## config.mk

```make
export PLATFORM = sky130hd
export DESIGN_NAME = nested_irq_pc_unit
export DESIGN_NICKNAME = d
export VERILOG_FILES = /design/src/rtl/nested_irq_pc_unit_pkg.sv /design/src/rtl/pc_save_stack.sv /design/src/rtl/nested_irq_pc_unit.sv
export SDC_FILE = /design/constraint.sdc
export NUM_CORES = 1
export LEC_CHECK = 0
export ABC_AREA = 1
export CORE_ASPECT_RATIO = 0.7
export CORE_UTILIZATION = 45
export DETAILED_ROUTE_END_ITERATION = 6
export HOLD_SLACK_MARGIN = 0.12
export PLACE_DENSITY = 0.84
export SLEW_MARGIN = 30
export SYNTH_ARGS = -nofsm -noshare
export SYNTH_HDL_FRONTEND = slang
export SYNTH_SLANG_ARGS = --single-unit
```

## constraint.sdc

```tcl
create_clock -name clk -period 4.88 [get_ports clk]
set_input_delay 0.488 -clock clk [delete_from_list [all_inputs] [get_ports clk]]
set_output_delay 0.488 -clock clk [all_outputs]
set_load 0.02 [all_outputs]
```

## src/rtl/nested_irq_pc_unit_pkg.sv

```systemverilog
// Shared constants and helpers for the nested-interrupt next-PC unit.
package nested_irq_pc_unit_pkg;

  localparam int unsigned MaxIrq       = 32;
  localparam logic [31:0] DefVecBase   = 32'h0000_0038;
  localparam logic [31:0] DefVecStride = 32'h0000_0038;
  localparam int unsigned LVL_USER     = 0;

  // Callers truncate the result to their own address width.
  function automatic logic [63:0] vec_addr(input int unsigned k,
                                           input logic [63:0] base,
                                           input logic [63:0] stride);
    return base + 64'(k) * stride;
  endfunction

  // Index of the highest set bit; 0 when the vector is empty.
  function automatic int unsigned msb_index(input logic [MaxIrq-1:0] vec);
    int unsigned idx;
    idx = 0;
    for (int unsigned i = 0; i < MaxIrq; i++) begin
      if (vec[i]) idx = i;
    end
    return idx;
  endfunction

endpackage

```

## src/rtl/pc_save_stack.sv

```systemverilog
// Return-address LIFO; dout shows the top entry whenever the stack is non-empty.
module pc_save_stack #(
  parameter int unsigned DEPTH = 3,
  parameter int unsigned WIDTH = 32
) (
  input  logic             clk,
  input  logic             clr,
  input  logic             push,
  input  logic             pop,
  input  logic [WIDTH-1:0] din,
  output logic [WIDTH-1:0] dout,
  output logic             empty,
  output logic             full
);

  localparam int unsigned PtrW = $clog2(DEPTH + 1);
  localparam int unsigned IdxW = (DEPTH > 1) ? $clog2(DEPTH) : 1;

  logic [WIDTH-1:0] mem_q [DEPTH];
  logic [PtrW-1:0]  sp_q;
  logic [PtrW-1:0]  top;

  assign empty = (sp_q == '0);
  assign full  = (sp_q == PtrW'(DEPTH));
  assign top   = sp_q - PtrW'(1);
  assign dout  = empty ? '0 : mem_q[top[IdxW-1:0]];

  always_ff @(posedge clk or posedge clr) begin
    if (clr) begin
      sp_q <= '0;
    end else if (push && !full) begin
      sp_q <= sp_q + PtrW'(1);
    end else if (pop && !empty) begin
      sp_q <= sp_q - PtrW'(1);
    end
  end

  always_ff @(posedge clk) begin
    if (push && !full) mem_q[sp_q[IdxW-1:0]] <= din;
  end

`ifndef SYNTHESIS
  assert property (@(posedge clk) disable iff (clr) !(push && pop));
`endif

endmodule

```

## src/rtl/nested_irq_pc_unit.sv

```systemverilog
// Next-PC generator with priority-nested interrupts and a hardware return-address stack.
module nested_irq_pc_unit
  import nested_irq_pc_unit_pkg::*;
#(
  parameter int unsigned       NUM_IRQ    = 3,
  parameter int unsigned       ADDR_W     = 32,
  parameter logic [ADDR_W-1:0] VEC_BASE   = ADDR_W'(DefVecBase),
  parameter logic [ADDR_W-1:0] VEC_STRIDE = ADDR_W'(DefVecStride),
  localparam int unsigned      LvlW       = $clog2(NUM_IRQ + 1)
) (
  input  logic              clk,
  input  logic              clr,
  input  logic              enable,
  input  logic              int_en,
  input  logic [NUM_IRQ-1:0] irq,
  input  logic [NUM_IRQ-1:0] irq_mask,
  input  logic              irq_done,
  input  logic [ADDR_W-1:0] PC_old,
  input  logic [ADDR_W-1:0] ext_18,
  input  logic [25:0]       jmp_dest,
  input  logic              branch,
  input  logic              jmp,
  input  logic              Jr,
  input  logic [ADDR_W-1:0] RS,
  output logic [ADDR_W-1:0] PC_next,
  output logic [ADDR_W-1:0] sequencial_addr,
  output logic [NUM_IRQ-1:0] irq_ack,
  output logic [NUM_IRQ-1:0] irq_running,
  output logic [LvlW-1:0]   cur_level,
  output logic              stack_err
);

  logic [ADDR_W-1:0]  pc_q, pc_d;
  logic [NUM_IRQ-1:0] ack_q, ack_d;
  logic [NUM_IRQ-1:0] run_q, run_d;
  logic [LvlW-1:0]    lvl_q, lvl_d;
  logic               err_q, err_d;

  logic [ADDR_W-1:0]  branch_addr, jmp_addr, normal_next, vec;
  logic [NUM_IRQ-1:0] pending, win_onehot, clr_mask, remaining;
  int unsigned        win;
  logic               preempt;
  logic [LvlW-1:0]    lvl_pop;

  logic               stk_push, stk_pop, stk_empty, stk_full;
  logic [ADDR_W-1:0]  stk_dout;

  assign sequencial_addr = PC_old + ADDR_W'(4);
  assign branch_addr     = sequencial_addr + ext_18;
  assign jmp_addr        = ADDR_W'({PC_old[ADDR_W-1 -: 4], jmp_dest, 2'b00});
  assign normal_next     = jmp ? (Jr ? RS : jmp_addr) : (branch ? branch_addr : sequencial_addr);

  assign pending    = int_en ? (irq & ~irq_mask & ~run_q) : '0;
  assign win        = msb_index(MaxIrq'(pending));
  assign win_onehot = NUM_IRQ'(1) << win;
  assign preempt    = (|pending) && ((win + 32'd1) > 32'(lvl_q));
  assign vec        = ADDR_W'(vec_addr(win, 64'(VEC_BASE), 64'(VEC_STRIDE)));

  // Level being retired on a return and the level left underneath it.
  always_comb begin
    clr_mask = '0;
    for (int k = 0; k < int'(NUM_IRQ); k++) begin
      clr_mask[k] = (lvl_q == LvlW'(k + 1));
    end
  end

  assign remaining = run_q & ~clr_mask;
  assign lvl_pop   = (|remaining) ? LvlW'(msb_index(MaxIrq'(remaining)) + 1) : LvlW'(LVL_USER);

  always_comb begin
    pc_d     = pc_q;
    run_d    = run_q;
    lvl_d    = lvl_q;
    err_d    = err_q;
    ack_d    = '0;
    stk_push = 1'b0;
    stk_pop  = 1'b0;
    if (enable) begin
      if (irq_done && !stk_empty) begin
        stk_pop = 1'b1;
        pc_d    = stk_dout;
        run_d   = remaining;
        lvl_d   = lvl_pop;
      end else if (irq_done) begin
        err_d = 1'b1;
        pc_d  = normal_next;
      end else if (preempt) begin
        stk_push = 1'b1;
        pc_d     = vec;
        run_d    = run_q | win_onehot;
        ack_d    = win_onehot;
        lvl_d    = LvlW'(win + 32'd1);
      end else begin
        pc_d = normal_next;
      end
    end
  end

  always_ff @(posedge clk or posedge clr) begin
    if (clr) begin
      pc_q  <= '0;
      ack_q <= '0;
      run_q <= '0;
      lvl_q <= '0;
      err_q <= 1'b0;
    end else begin
      pc_q  <= pc_d;
      ack_q <= ack_d;
      run_q <= run_d;
      lvl_q <= lvl_d;
      err_q <= err_d;
    end
  end

  pc_save_stack #(
    .DEPTH(NUM_IRQ),
    .WIDTH(ADDR_W)
  ) u_stack (
    .clk  (clk),
    .clr  (clr),
    .push (stk_push),
    .pop  (stk_pop),
    .din  (normal_next),
    .dout (stk_dout),
    .empty(stk_empty),
    .full (stk_full)
  );

`ifndef SYNTHESIS
  // Strict priority nesting keeps the stack within NUM_IRQ entries.
  assert property (@(posedge clk) disable iff (clr) !(stk_push && stk_full));
`endif

  assign PC_next     = pc_q;
  assign irq_ack     = ack_q;
  assign irq_running = run_q;
  assign cur_level   = lvl_q;
  assign stack_err   = err_q;

endmodule

```

==> impl_results.md <==
- Number of I/O port buffers: 208
- TritonCTS Sinks: 139
- Source-to-sink clock delay at the later pin of the worst-skew pair: 0.42 ns
- 1st-pass router iterations: 6
- Status: complete, no violations
- Total gr overflow: 0
- Number of antenna cells inserted: 0
- Floorplan row count: 44
- Startpoint types: primary input
- Synth warnings: 0
- Switching power: 0.00199 W
- Die height: 125 µm
- Cts-stage hold buffer count: 0
- Via count of the first global-routing pass: 9610
- IR Drop Worst-Case VDD: 0.306 mV
- Seq cells post-synth: 139
- Detailed-routing wirelength on met1: 15600 µm
- Cell area after synthesis: 9710 µm²
- Initial Utilization: 0.464
- CP Data Arrival Time: 4.42 ns
- Placer Congestion: 1.09
- Initial antenna violation count: 0
- RSZ-0062 raised after global routing: false
- Routed wire length on met2: 15000 µm
- Placed standard-cell area: 12100 µm²
- Internal power of the cells: 0.00313 W
- Overall global routing resource usage: 0.319
- Wire length of the first global-routing pass: 53600 µm
- Area share of xor/xnor cells in the synthesized design: 0.0298
- Net count after synthesis: 1511
- Final slew viol count: 0
- Clock tree from TritonCTS: yes
- Fraction of the cycle the final worst path needs: 0.836
- Classification of the worst setup path: in2reg
- Die area: 22200 µm²
- Fraction of final layout cells with drive strength greater than 1: 0.0537
- Post-CTS sizing: 0
- Post-route cell area: 12700 µm²
- Mux cell area share after synthesis: 0
- Number of DRC markers in iteration 0: 1157
- Area growth from synthesis to layout: 30.8%
- Antenna Nets Post-Route: 0
- Root Driver: sky130_fd_sc_hd__clkbuf_16
- Core ar.: 20900 µm²
- Final count of negative-setup-slack endpoints: 0
- Worst hold path startpoint: stack_err$_DFFE_PP0P_
- Largest family of logic cells by synthesized area: simple AND/OR/NAND/NOR gates
- Final sum of negative setup slack: 0 ns
- Class of the tightest hold or removal check: reg2reg
- Reg-to-reg startpoint: irq_running[1]$_DFFE_PP0P_
- Highest achievable clock rate: 0.245 GHz
- Clock share of power: 0.256
- Portion of total power attributed to sequential cells: 0.312
- Fraction of synthesis flops using an asynchronous set or reset pin: 0.309
- Relative contribution of combinational cells to total power: 0.432
- P_leak: 5.74 nW
- Final critical path time including I/O delays and setup: 4.08 ns
- Adder-cell share of the synthesized area: 0.0562
- Sw frac: 0.389
- Flip-flop cell with the highest count after synthesis: sky130_fd_sc_hd__edfxtp_1
- Highest metal layer with signal wires: met4
- H-tree depth: 4
- Max capacitance violation total: 0
- Residual DRC: 0
- Worst Path Max Fanout: 5
- Number of enable flip-flop cells after synthesis: 96
- Post-route total power: 0.00512 W
- Max Buffers Root-to-Sink: 2
- Worst Setup End Kind: flip-flop
- Critical path launch point: PC_old[15]
- Complex-gate fraction of the synthesized area: 0.148
- Post-layout nets: 1713
- Transition time of the tightest slew-check pin: 0.955 ns
- Worst Path Required: 5.22 ns
- Fraction of the yosys area taken by sequential cells: 0.408
- Gate count after technology mapping: 1332
- Total CTS buffers: 17
- Largest net degree at the start of global routing: 44
- Post-Synth Simple-Gate Area: 0.280
- Layout filler cell count: 1847
- Post-Place Setup Slack: 0.540 ns
- Width of the die: 178 µm
- Boundary pin count: 209
- Half-perimeter wire length after detailed placement: 26100 µm
- PD cells: 403 nW/µm²
- Overall via count from detail_route: 10200
- Avg Synthesized Cell Area: 7.29 µm²
- Register clock-pin slew on the reported worst setup and hold paths: 0.06 ns
- Slew Limit Headroom: 0.363
- Unique masters post-synth: 44
- Setup repair bufs after CTS: 0
- Routed vias/inst: 5.57
- Count of final hold-check violations: 0
- Length of routed met3 wiring: 3880 µm
- Final Worst Setup Slack: 0.803 ns
- Worst clock skew: 0.00824 ns
- Wire length after detailed routing: 34900 µm
- Avg WL per Cell: 19.1 µm
cell families after synthesis:
family / Yosys count
adders and majority gates: 43
and+or+nand+nor: 653
buffers and inverters: 196
DFF: 139
AOI/OAI and AO/OA: 268
xor gates and xnor gates: 33
final timing paths:
| path | endpoint | slack (ns) | cells after the start |
|---|---|---|---|
| worst max-delay path | PC_next[26]$_DFFE_PP0P_ | 0.80 | 21 |
| worst min-delay path | stack_err$_DFFE_PP0P_ | 0.50 | 1 |
| worst max register to register | u_stack.mem_q[2][20]$_DFFE_PP_ | 1.77 | 13 |
| worst min register to register | stack_err$_DFFE_PP0P_ | 0.50 | 1 |
| max in group asynchronous | PC_next[23]$_DFFE_PP0P_ | 3.92 | 3 |
| min in group asynchronous | PC_next[18]$_DFFE_PP0P_ | 0.53 | 3 |
metrics by stage:
step           instances  hold slack [ns]  utilization
5_1_grt             1823            0.500        0.607
6_report            1823            0.499        0.607
3_3_place_gp        1791            0.477        0.579
4_1_cts             1823            0.496        0.607
3_5_place_dp        1791            0.483        0.579
2_1_floorplan       1332            0.529            -
state kept, by name, summed over array words and instances (netlist names):
register and flops:
u_stack.sp_q 2, u_stack.mem_q 96, irq_ack 3, irq_running 3
stack_err 1, cur_level 2, PC_next 32
metal layers:
layer | vias up | global-route usage
met5 | - | 0
met4 | 0 | 0.0568
met3 | 35 | 0.0693
met2 | 576 | 0.472
met1 | 4757 | 0.478
li1 | 4784 | -
critical path: stages:
cell and delay, ns:
sky130_fd_sc_hd__clkdlybuf4s50_1 0.54, sky130_fd_sc_hd__nand2_1 0.19, sky130_fd_sc_hd__nor3_1 0.66, sky130_fd_sc_hd__nand2_1 0.10, sky130_fd_sc_hd__nor2_1 0.17, sky130_fd_sc_hd__nand2_1 0.16
sky130_fd_sc_hd__nand2_1 0.09, sky130_fd_sc_hd__nand2_1 0.13, sky130_fd_sc_hd__ha_1 0.46, sky130_fd_sc_hd__nand2_1 0.13, sky130_fd_sc_hd__nor2_1 0.30, sky130_fd_sc_hd__nand2_1 0.13
sky130_fd_sc_hd__nor2_1 0.10, sky130_fd_sc_hd__nand2_1 0.08, sky130_fd_sc_hd__nand3_1 0.08, sky130_fd_sc_hd__nand2_1 0.06, sky130_fd_sc_hd__nand3_1 0.15, sky130_fd_sc_hd__nand2_1 0.09
sky130_fd_sc_hd__nand2_1 0.12, sky130_fd_sc_hd__nand2_1 0.06, sky130_fd_sc_hd__a21oi_1 0.14
area by class of cell:
cell class / instances / area, µm² / area share
Clock buffer: 24 / 482 / 0.0379
Tap cell: 276 / 345 / 0.0272
Clock inverter: 8 / 116 / 0.00916
Inverter: 152 / 571 / 0.0449
Multi-Input combinational cell: 997 / 5010 / 0.394
Sequential cell: 139 / 3960 / 0.312
Timing Repair Buffer: 227 / 2220 / 0.175
power by group through the flow:
stage	combinational, W	sequential [W]	clock [W]
floorplan	0.00108	0.00176	0
global placement	0.00213	0.00161	0
detailed placement	0.00217	0.00161	0
CTS	0.00220	0.00159	0.00132
global route	0.00243	0.00161	0.00137
finish	0.00221	0.00160	0.00131
Yosys cell counts (11+ instances only):
master                     count  area [µm²]
sky130_fd_sc_hd__clkbuf_1     30         113
sky130_fd_sc_hd__xor2_1       24         210
sky130_fd_sc_hd__o21ai_0     119         596
sky130_fd_sc_hd__edfxtp_1     96        2880
sky130_fd_sc_hd__a21oi_1     109         546
sky130_fd_sc_hd__nand4_1      11        68.8
sky130_fd_sc_hd__inv_1       148         556
sky130_fd_sc_hd__nand2_1     361        1360
sky130_fd_sc_hd__nand3_1      61         305
sky130_fd_sc_hd__dfrtp_1      43        1080
sky130_fd_sc_hd__ha_1         42         526
sky130_fd_sc_hd__nor3_1       12        60.1
sky130_fd_sc_hd__nor2_1      177         664
layout by cell type (no fill, tap or decap), drive strengths merged, types with 7 or more instances in the layout:
| cell type | count |
|---|---|
| a21oi | 113 |
| buf | 19 |
| clkbuf | 24 |
| clkdlybuf4s50 | 208 |
| clkinv | 7 |
| dfrtp | 43 |
| edfxtp | 96 |
| ha | 42 |
| inv | 149 |
| nand2 | 372 |
| nand3 | 63 |
| nand4 | 11 |
| nor2 | 185 |
| nor3 | 14 |
| o21ai | 126 |
| o21bai | 7 |
| xnor2 | 9 |
| xor2 | 24 |
Power figures use the tool's default switching activity.
